`src/rtl/char_motion_if.sv`:
```
// Tile-map query channel between the character motion block and the
// tile-map lookup.
//   q_req   : query request, held until the transfer completes
//   q_x/q_y : queried pixel, stable while q_req is high
//   q_ack   : lookup acknowledge; q_solid is valid in this cycle
//   q_solid : 1 = queried pixel lies inside a solid tile
// master = motion block (issues queries), slave = tile-map lookup.
interface char_motion_if #(
    parameter int unsigned XW = 10,
    parameter int unsigned YW = 10
);
    logic          q_req;
    logic [XW-1:0] q_x;
    logic [YW-1:0] q_y;
    logic          q_ack;
    logic          q_solid;

    modport master (
        output q_req,
        output q_x,
        output q_y,
        input  q_ack,
        input  q_solid
    );

    modport slave (
        input  q_req,
        input  q_x,
        input  q_y,
        output q_ack,
        output q_solid
    );
endinterface

```
`src/rtl/char_motion.sv`:
```
// Character motion for the platformer: divides sys_clk into movement ticks,
// walks the character one pixel per tick with bounds clamping, runs a
// ground/rise/fall vertical state machine and resolves collisions through
// tile-map queries on the tq channel.
// Ports:
//   sys_clk, rst_n : clock, asynchronous active-low reset
//   mov            : keypad {up, reserved, left, right}
//   tq             : tile-map query channel (master side)
//   char_X, char_Y : character position (Y grows downward)
//   grounded       : vertical state is GROUND
//   busy           : control FSM is not idle
//   tick_miss      : sticky, a tick arrived while busy
module char_motion #(
    parameter int unsigned TICK_DIV   = 1000000,
    parameter int unsigned XW         = 10,
    parameter int unsigned YW         = 10,
    parameter int unsigned X_MIN      = 0,
    parameter int unsigned X_MAX      = 480,
    parameter int unsigned Y_FLOOR    = 440,
    parameter int unsigned X_INIT     = 1,
    parameter int unsigned Y_INIT     = 0,
    parameter int unsigned JUMP_TICKS = 32
) (
    input  logic          sys_clk,
    input  logic          rst_n,
    input  logic [3:0]    mov,
    char_motion_if.master tq,
    output logic [XW-1:0] char_X,
    output logic [YW-1:0] char_Y,
    output logic          grounded,
    output logic          busy,
    output logic          tick_miss
);
    localparam int unsigned CW = (TICK_DIV > 1) ? $clog2(TICK_DIV) : 1;
    localparam int unsigned RW = $clog2(JUMP_TICKS + 1);

    localparam logic [CW-1:0] DIV_LAST  = CW'(TICK_DIV - 1);
    localparam logic [XW-1:0] X_MIN_C   = XW'(X_MIN);
    localparam logic [XW-1:0] X_MAX_C   = XW'(X_MAX);
    localparam logic [XW-1:0] X_INIT_C  = XW'(X_INIT);
    localparam logic [YW-1:0] Y_FLOOR_C = YW'(Y_FLOOR);
    localparam logic [YW-1:0] Y_INIT_C  = YW'(Y_INIT);
    localparam logic [RW-1:0] JUMP_C    = RW'(JUMP_TICKS);

    typedef enum logic [1:0] {ST_IDLE, ST_HQ, ST_VQ, ST_UPD} ctl_e;
    typedef enum logic [1:0] {VS_GROUND, VS_RISE, VS_FALL} vs_e;

    ctl_e          state_q, state_d;
    vs_e           vs_q, vs_d;
    logic [CW-1:0] div_q, div_d;
    logic [XW-1:0] x_q, x_d;
    logic [YW-1:0] y_q, y_d;
    logic [RW-1:0] rc_q, rc_d;
    logic          up_q, up_d;
    logic          req_q, req_d;
    logic [XW-1:0] qx_q, qx_d;
    logic [YW-1:0] qy_q, qy_d;
    logic          grounded_q, busy_q, miss_q, miss_d;

    logic          tick_s;
    logic          go_right_s, go_left_s, hp_query_s;
    logic [XW-1:0] hp_qx_s, nx_s;
    logic          up_s, vp_query_s;
    logic [YW-1:0] vp_qy_s, vp_y_s;
    vs_e           vp_vs_s;
    logic [RW-1:0] vp_rc_s;
    logic          unused_mov_s;

    // mov[2] (down) has no effect on motion
    assign unused_mov_s = mov[2];

    // Movement tick divider: one-cycle tick when the counter wraps
    always_comb begin
        tick_s = (div_q == DIV_LAST);
        if (tick_s) begin
            div_d = '0;
        end else begin
            div_d = div_q + CW'(1);
        end
    end

    // Horizontal plan from the live keypad; only used on the IDLE tick.
    // Bounds are checked before the step so X never wraps.
    always_comb begin
        go_right_s = mov[0] & ~mov[1];
        go_left_s  = mov[1] & ~mov[0];
        hp_query_s = (go_right_s && (x_q < X_MAX_C)) || (go_left_s && (x_q > X_MIN_C));
        if (go_right_s) begin
            hp_qx_s = x_q + XW'(1);
        end else begin
            hp_qx_s = x_q - XW'(1);
        end
    end

    // Vertical plan: decide whether a query is needed and, if not, the result.
    // In IDLE it is evaluated for a skipped horizontal move (X unchanged);
    // in H_Q it is evaluated for the X resolved by the acknowledged query.
    always_comb begin
        if (state_q == ST_IDLE) begin
            up_s = mov[3];
        end else begin
            up_s = up_q;
        end
        if ((state_q == ST_HQ) && !tq.q_solid) begin
            nx_s = qx_q;
        end else begin
            nx_s = x_q;
        end
        vp_query_s = 1'b0;
        vp_qy_s    = y_q;
        vp_y_s     = y_q;
        vp_vs_s    = vs_q;
        vp_rc_s    = rc_q;
        case (vs_q)
            VS_GROUND: begin
                if (up_s) begin
                    vp_vs_s = VS_RISE;
                    vp_rc_s = JUMP_C;
                end else if (y_q == Y_FLOOR_C) begin
                    vp_vs_s = VS_GROUND;
                end else begin
                    vp_query_s = 1'b1;
                    vp_qy_s    = y_q + YW'(1);
                end
            end
            VS_RISE: begin
                if ((y_q == '0) || (rc_q == '0)) begin
                    vp_vs_s = VS_FALL;
                end else begin
                    vp_query_s = 1'b1;
                    vp_qy_s    = y_q - YW'(1);
                end
            end
            VS_FALL: begin
                if (y_q >= Y_FLOOR_C) begin
                    vp_y_s  = Y_FLOOR_C;
                    vp_vs_s = VS_GROUND;
                end else begin
                    vp_query_s = 1'b1;
                    vp_qy_s    = y_q + YW'(1);
                end
            end
            default: begin
                vp_vs_s = VS_FALL;
            end
        endcase
    end

    // Control FSM next state. Position commits either at the tick edge (no
    // query) or at the edge of the final acknowledge. After an H_Q transfer
    // that needs a vertical query, q_req drops for one cycle and V_Q raises
    // it again, so every transfer sees its own request pulse.
    always_comb begin
        state_d = state_q;
        vs_d    = vs_q;
        x_d     = x_q;
        y_d     = y_q;
        rc_d    = rc_q;
        up_d    = up_q;
        req_d   = req_q;
        qx_d    = qx_q;
        qy_d    = qy_q;
        miss_d  = miss_q | (tick_s & busy_q);
        case (state_q)
            ST_IDLE: begin
                if (tick_s) begin
                    up_d = mov[3];
                    if (hp_query_s) begin
                        state_d = ST_HQ;
                        req_d   = 1'b1;
                        qx_d    = hp_qx_s;
                        qy_d    = y_q;
                    end else if (vp_query_s) begin
                        state_d = ST_VQ;
                        req_d   = 1'b1;
                        qx_d    = x_q;
                        qy_d    = vp_qy_s;
                    end else begin
                        state_d = ST_UPD;
                        vs_d    = vp_vs_s;
                        y_d     = vp_y_s;
                        rc_d    = vp_rc_s;
                    end
                end else begin
                    state_d = ST_IDLE;
                end
            end
            ST_HQ: begin
                if (req_q && tq.q_ack) begin
                    req_d = 1'b0;
                    if (vp_query_s) begin
                        state_d = ST_VQ;
                        qx_d    = nx_s;
                        qy_d    = vp_qy_s;
                    end else begin
                        state_d = ST_UPD;
                        x_d     = nx_s;
                        vs_d    = vp_vs_s;
                        y_d     = vp_y_s;
                        rc_d    = vp_rc_s;
                    end
                end else begin
                    state_d = ST_HQ;
                end
            end
            ST_VQ: begin
                if (!req_q) begin
                    req_d = 1'b1;
                end else if (tq.q_ack) begin
                    req_d   = 1'b0;
                    state_d = ST_UPD;
                    x_d     = qx_q;
                    case (vs_q)
                        VS_GROUND: begin
                            if (tq.q_solid) begin
                                vs_d = VS_GROUND;
                            end else begin
                                vs_d = VS_FALL;
                            end
                        end
                        VS_RISE: begin
                            if (tq.q_solid) begin
                                vs_d = VS_FALL;
                            end else begin
                                y_d  = qy_q;
                                rc_d = rc_q - RW'(1);
                            end
                        end
                        VS_FALL: begin
                            if (tq.q_solid) begin
                                vs_d = VS_GROUND;
                            end else begin
                                y_d = qy_q;
                            end
                        end
                        default: begin
                            vs_d = VS_FALL;
                        end
                    endcase
                end else begin
                    state_d = ST_VQ;
                end
            end
            ST_UPD: begin
                state_d = ST_IDLE;
            end
            default: begin
                state_d = ST_IDLE;
            end
        endcase
    end

    // State, position, handshake and status registers
    always_ff @(posedge sys_clk or negedge rst_n) begin
        if (!rst_n) begin
            state_q    <= ST_IDLE;
            vs_q       <= VS_FALL;
            div_q      <= '0;
            x_q        <= X_INIT_C;
            y_q        <= Y_INIT_C;
            rc_q       <= '0;
            up_q       <= 1'b0;
            req_q      <= 1'b0;
            qx_q       <= '0;
            qy_q       <= '0;
            grounded_q <= 1'b0;
            busy_q     <= 1'b0;
            miss_q     <= 1'b0;
        end else begin
            state_q    <= state_d;
            vs_q       <= vs_d;
            div_q      <= div_d;
            x_q        <= x_d;
            y_q        <= y_d;
            rc_q       <= rc_d;
            up_q       <= up_d;
            req_q      <= req_d;
            qx_q       <= qx_d;
            qy_q       <= qy_d;
            grounded_q <= (vs_d == VS_GROUND);
            busy_q     <= (state_d != ST_IDLE);
            miss_q     <= miss_d;
        end
    end

    assign tq.q_req  = req_q;
    assign tq.q_x    = qx_q;
    assign tq.q_y    = qy_q;
    assign char_X    = x_q;
    assign char_Y    = y_q;
    assign grounded  = grounded_q;
    assign busy      = busy_q;
    assign tick_miss = miss_q;
endmodule

```
`src/flat_wrapper.sv`:
```
// flat-port wrapper written by rule: the top's interface ports become plain ports
module char_motion_flat 
#(
    parameter int unsigned TICK_DIV   = 1000000,
    parameter int unsigned XW         = 10,
    parameter int unsigned YW         = 10,
    parameter int unsigned X_MIN      = 0,
    parameter int unsigned X_MAX      = 480,
    parameter int unsigned Y_FLOOR    = 440,
    parameter int unsigned X_INIT     = 1,
    parameter int unsigned Y_INIT     = 0,
    parameter int unsigned JUMP_TICKS = 32
)
  (sys_clk, rst_n, mov, char_X, char_Y, grounded, busy, tick_miss, tq_q_req, tq_q_x, tq_q_y, tq_q_ack, tq_q_solid);
  char_motion_if #(.XW(XW), .YW(YW)) tq_i ();
  input  logic sys_clk;
  input  logic rst_n;
  input  logic [3:0] mov;
  output logic [XW-1:0] char_X;
  output logic [YW-1:0] char_Y;
  output logic grounded;
  output logic busy;
  output logic tick_miss;
  output wire logic [$bits(tq_i.q_req)-1:0] tq_q_req;
  output wire logic [$bits(tq_i.q_x)-1:0] tq_q_x;
  output wire logic [$bits(tq_i.q_y)-1:0] tq_q_y;
  input wire logic [$bits(tq_i.q_ack)-1:0] tq_q_ack;
  input wire logic [$bits(tq_i.q_solid)-1:0] tq_q_solid;
  assign tq_q_req = tq_i.q_req;
  assign tq_q_x = tq_i.q_x;
  assign tq_q_y = tq_i.q_y;
  assign tq_i.q_ack = tq_q_ack;
  assign tq_i.q_solid = tq_q_solid;
  char_motion #(.TICK_DIV(TICK_DIV), .XW(XW), .YW(YW), .X_MIN(X_MIN), .X_MAX(X_MAX), .Y_FLOOR(Y_FLOOR), .X_INIT(X_INIT), .Y_INIT(Y_INIT), .JUMP_TICKS(JUMP_TICKS)) u_core (.sys_clk(sys_clk), .rst_n(rst_n), .mov(mov), .tq(tq_i), .char_X(char_X), .char_Y(char_Y), .grounded(grounded), .busy(busy), .tick_miss(tick_miss));
endmodule
```
`config.mk`:
```
export PLATFORM = sky130hd
export DESIGN_NAME = char_motion_flat
export DESIGN_NICKNAME = d
export VERILOG_FILES = /design/src/rtl/char_motion_if.sv /design/src/rtl/char_motion.sv /design/src/flat_wrapper.sv
export SDC_FILE = /design/constraint.sdc
export NUM_CORES = 1
export LEC_CHECK = 0
export BUFFER_PORTS_ARGS = -buffer_cell sky130_fd_sc_hd__buf_2
export CAP_MARGIN = 20
export CORE_MARGIN = 4
export CORE_UTILIZATION = 55
export CTS_CLUSTER_DIAMETER = 100
export DETAILED_ROUTE_END_ITERATION = 10
export GPL_TIMING_DRIVEN = 0
export PLACE_DENSITY = 0.77
export SLEW_MARGIN = 15
export SYNTH_ARGS = -nofsm -noshare
export SYNTH_HDL_FRONTEND = slang
export SYNTH_SLANG_ARGS = --single-unit
export TNS_END_PERCENT = 100
```
`constraint.sdc`:
```
create_clock -name sys_clk -period 7.5 [get_ports sys_clk]
set_input_delay 1.125 -clock sys_clk [delete_from_list [all_inputs] [get_ports sys_clk]]
set_output_delay 1.125 -clock sys_clk [all_outputs]
set_load 0.01 [all_outputs]
```
* After elaboration in Yosys (flattened, before gate mapping) *
Cells that the tools add are included.

storage, ports and cells
  flip-flop bits (word level) = 75
  input port bits = 8
  output and inout bits = 44

operators by class
  add/subtract/negate cells = 6
  magnitude comparators = 3
  equality and inequality tests = 18
  multiplexer cells = 82
  bitwise logic cells = 6
  reduce and logical (&&, ||, !) cells = 24

operators with widths
  operator                                                                               count
  10-bit two-way mux                                                                     29
  6-bit two-way mux                                                                      10
  10-bit one-hot mux with 2 select lines                                                 3
  10-bit one-hot mux with 3 select lines                                                 2
  2-bit two-way mux                                                                      17
  10-bit by 1-bit adder with 10-bit output (second input constant)                       2
  20-bit by 1-bit adder with 20-bit output (second input constant)                       1
  20-bit == test (second input constant)                                                 1
  20-bit two-way mux                                                                     1
  10-bit by 1-bit subtractor with 10-bit output (second input constant)                  2
  2-bit one-hot mux with 3 select lines                                                  3
  6-bit one-hot mux with 3 select lines                                                  1
  8-bit AND reduction                                                                    2
  2-bit inequality test (second input constant)                                          7
  1-bit two-way mux                                                                      13
  10-bit by 9-bit == test with 1-bit output (second input constant)                      1
  10-bit by 9-bit greater-or-equal comparator with 1-bit output (second input constant)  1
  10-bit by 1-bit > comparator with 1-bit output (second input constant)                 1
  10-bit zero test                                                                       1
  10-bit by 9-bit < comparator with 1-bit output (second input constant)                 1
  5-bit AND reduction                                                                    2
  2-bit one-hot mux with 4 select lines                                                  1
  2-bit == test (second input constant)                                                  3
  2-bit zero test                                                                        3
  other kinds (18)                                                                       31

* Depth between registers and ports, before layout *
  depth after elaboration = 9
  depth in mapped cells = 12

* Worst setup path before layout *
Ideal clock, no wire load.

  kind = in2reg
  start point = input mov[0]
  end point = register u_core.qx_q[9] (netlist: u_core.tq.q_x[9])
  arrival time = 3117 ps
  required time = 7372 ps
  path slack = 4255 ps
  stages on the path = 9
  path through = nor2b_1 -> inv_1 -> ha_1 -> or4_1 -> o221ai_1 -> o21ai_0 -> mux2i_1 -> xor2_1 -> mux2_1

on the way
  cells in the longest elaborated chain, start to end = 7

ends and longest elaborated chain
  element                                 RTL line            source
  start: declaration                      flat_wrapper.sv:18  input logic [3:0] mov;
  1-bit NOT                               char_motion.sv:86   go_left_s = mov[1] & ~mov[0];
  1-bit bitwise AND                       char_motion.sv:86
  1-bit logical AND                       char_motion.sv:87   hp_query_s = (go_right_s && (x_q < X_MAX_C)) || (go_left_s && (x_q > X_MIN_C));
  1-bit logical OR                        char_motion.sv:87
  10-bit two-way mux                      char_motion.sv:168  if (hp_query_s) begin
  10-bit two-way mux                      char_motion.sv:166  if (tick_s) begin
  10-bit one-hot mux with 2 select lines  char_motion.sv:164  case (state_q)
  end signal: assignment                  char_motion.sv:278  qx_q <= qx_d;
  end: declaration                        char_motion.sv:56   logic [XW-1:0] qx_q, qx_d;

Parallel ways exist; a longest one is shown, timed or not. The select of a mux whose other input is x is not followed.
A chain may end at the register's enable or synchronous reset.

* Worst setup path after layout *
Ends and elaborated chain as after synthesis.

==> run metrics <==
status complete, no violations; vias in the first global route about 4200; kind of critical path input pin to flip-flop; top cell type's share of synthesized area roughly two fifths; clk_skew ~13 ps; synth-to-layout area growth 12.91%; Max Fanout on Critical Path 10; Clk Latency, worst-skew pair between 300 and 400 ps; IO Count 52; Adder-Cell Fraction of Synth Area under 10%; Post CTS Setup Buffer Count 0; Area contributors post-synth dfrtp_1 (39%), ha_1 (4.5%), nor2_1 (4.1%); Clock Path Buffers 2; switching share of power 46.42%; Placed Area between 5000 and 6000 um^2; setup TNS 0 ps; Vias 4370; R2R Setup Slk 4380 ps; H-tree levels 3; Clock power frac ~16%; area of the multi-input gates 2640 um^2; largest family of logic cells by synthesized area compound AO/OA/AOI/OAI gates; Comb power frac between 50% and 60%; final setup fails 0; die area between 10000 and 15000 um^2; most numerous cell in the Yosys netlist dfrtp_1; TritonCTS Buffers 9; buffers added on ports between 40 and 50; number of synthesized flops with an enable pin 0; drc violations 0; slew of the pin with the lowest slew margin slightly below 900 ps; initial antenna violation count 0; Tmin final 3306 ps; Peak VDD IR between 0.2 and 0.25 mV; Initial Utilization ~57%; vias per inst 6.493; sw power just under 1000 uW; Pre-Repair DR Iteration Count 5; Synth Area per Inst ~9.3 um^2; Tcrit/Tclk final around 44%; pin count of the biggest net entering global routing 40; post-synthesis compound-gate area fraction roughly 23%; startpoint type of the worst setup path input pin; WL/cell 19.08 um; gr usage total 26.40%; sequential cell area fraction in the yosys report around 40%; hold crit path type flip-flop to flip-flop; Gate Count Post-Synth ~500; global route overflow 0; RSZ-0062 raised after global routing no; cts hold-fix bufs 0; Finished Cell Area approximately 5300 um^2; Final Hold Viols 0; Power Dens Cells between 400 and 500 nW/um^2; number of diodes 0; Syn. warnings 0; CTS Root Cell clkbuf_8; fill count between 600 and 700; Die Height between 100 and 150 um; Simple-Gate Fraction of Synth Area approximately a fifth; Async SR Flop Fraction 100.0%; post-synthesis xor/xnor area fraction ~4.5%; first-pass GRT wire length 21290 um; syn_nets 528; clock transition time at the flip-flop clock pins of the worst setup and hold paths 90 ps; most instantiated cells after synthesis dfrtp_1 (73), nor2_1 (51), nand2_1 (37); synthesized area 4691 um^2; Pins Over Slew Limit 0; antenna-violating nets left 0; part of the power in registers between 30% and 40%; Arr. time, crit path approximately 3500 ps; Synth area leader dfrtp_1; # rows 33; fmax between 300 and 400 MHz; hpwl dp between 9000 and 10000 um; P_leak 0.002388 uW; Non-Filler Instances approximately 670; Placer Congestion 1.051; P_int approximately 1100 uW; CP Capture Type flip-flop; Iteration-0 DRC Markers roughly 290; maximum capacitance violations 0; CTS resizes 0; Die Width 100.4 um; routed wire length 12840 um; slew margin rel. between 40% and 50%; count of nets after finishing between 500 and 600; flip-flop and latch area ~1900 um^2; CP Data Required Time a little under 8000 ps; Main synth FF type dfrtp_1; CTS Sinks between 70 and 80; Synth cell types 77; #FFs+latches synth 75; mux share of post-synthesis cell area between 3 and 4%; Placed Instances between 600 and 700; share of post-route cells with drive strength above 1 between 10% and 20%; CTS tree done; area of the core slightly above 8000 um^2
[power groups by stage]
stage          clock, uW  combinational [uW]  sequential, uW
2_1_floorplan          0                 731             689
3_3_place_gp           0                1060             662
3_5_place_dp           0                1090             668
4_1_cts              340                1100             663
5_1_grt              360                1220             688
6_report             338                1120             665
[cell families after synthesis]
group | count (synthesis)
buffers and inverters | 40
flip-flops | 75
adder cells (fa/ha/maj) | 18
XOR/XNOR | 24
AO/OA/AOI/OAI | 148
AND/OR/NAND/NOR | 182
multiplexers | 15
[cells in the final DEF (no fill, tap or decap), drive strengths merged, types with 5 or more instances in the layout]
cell type,instances
dfrtp,73
buf,57
nor2,52
nand2,39
o21ai,26
clkbuf,25
a21oi,21
inv,21
ha,17
nand3,17
mux2,13
nand4,12
xor2,12
xnor2,12
nor3,12
o22ai,11
a31oi,9
a2bb2oi,9
and3,8
o31ai,8
nor2b,7
o21a,7
a21o,7
and2,6
o211ai,6
nand2b,5
a211oi,5
o22a,5
nor4,5
[flip-flops by register name, indices dropped and copies added (netlist names)]
register          count
u_core.div_q         20
u_core.char_X        10
u_core.char_Y        10
u_core.tq.q_x        10
u_core.tq.q_y        10
u_core.rc_q           6
u_core.state_q        2
u_core.vs_q           2
u_core.busy           1
u_core.grounded       1
u_core.tick_miss      1
u_core.tq.q_req       1
u_core.up_q           1
[critical path, cell delays in order]
cell      delay [ps]
buf_2            100
nor2b_1          210
inv_1            230
ha_1             320
or4_1            530
o221ai_1         260
o21ai_0          160
mux2i_1          150
xor2_1           160
mux2_1           300
[final timing paths]
kind,end,cells past startpoint,start
max,u_core.tq.q_x[9],10,mov[0]
min,u_core.tick_miss,1,u_core.tick_miss
max reg2reg,u_core.char_X[8],11,u_core.vs_q[0]
min reg2reg,u_core.tick_miss,1,u_core.tick_miss
max in group asynchronous,u_core.vs_q[1],2,rst_n
min in group asynchronous,u_core.div_q[14],1,rst_n
[layout make-up]
type / instances / share of cell area, %
buffer: 23 / 2.032
clock buffer: 9 / 2.339
clock inverter: 7 / 1.559
inverter: 17 / 1.205
multi-input combinational: 387 / 49.85
sequential: 75 / 35.48
tap: 105 / 2.481
timing repair buffer: 50 / 5.056
[stage by stage]
stage / power (uW) / utilization (%) / setup WS [ps] / hold slack [ps]
5_1_grt: 2267 / 64.14 / 4056 / 493.0
4_1_cts: 2103 / 64.14 / 4230 / 459.7
2_1_floorplan: 1420 / - / 4255 / 439.7
3_3_place_gp: 1723 / 61.36 / 3926 / 437.6
6_report: 2120 / 64.14 / 4194 / 455.3
3_5_place_dp: 1757 / 61.64 / 3867 / 442.0
[routing by layer]
layer  vias up  share of wire, %  GRT usage, %
met5         -                 0             0
met4         0               3.2         9.845
met3        34               7.1         4.656
met2       215                45         40.11
met1      2116                44         37.74
li1       2005                 -             -
No activity file was read; power rests on OpenSTA's default activity.
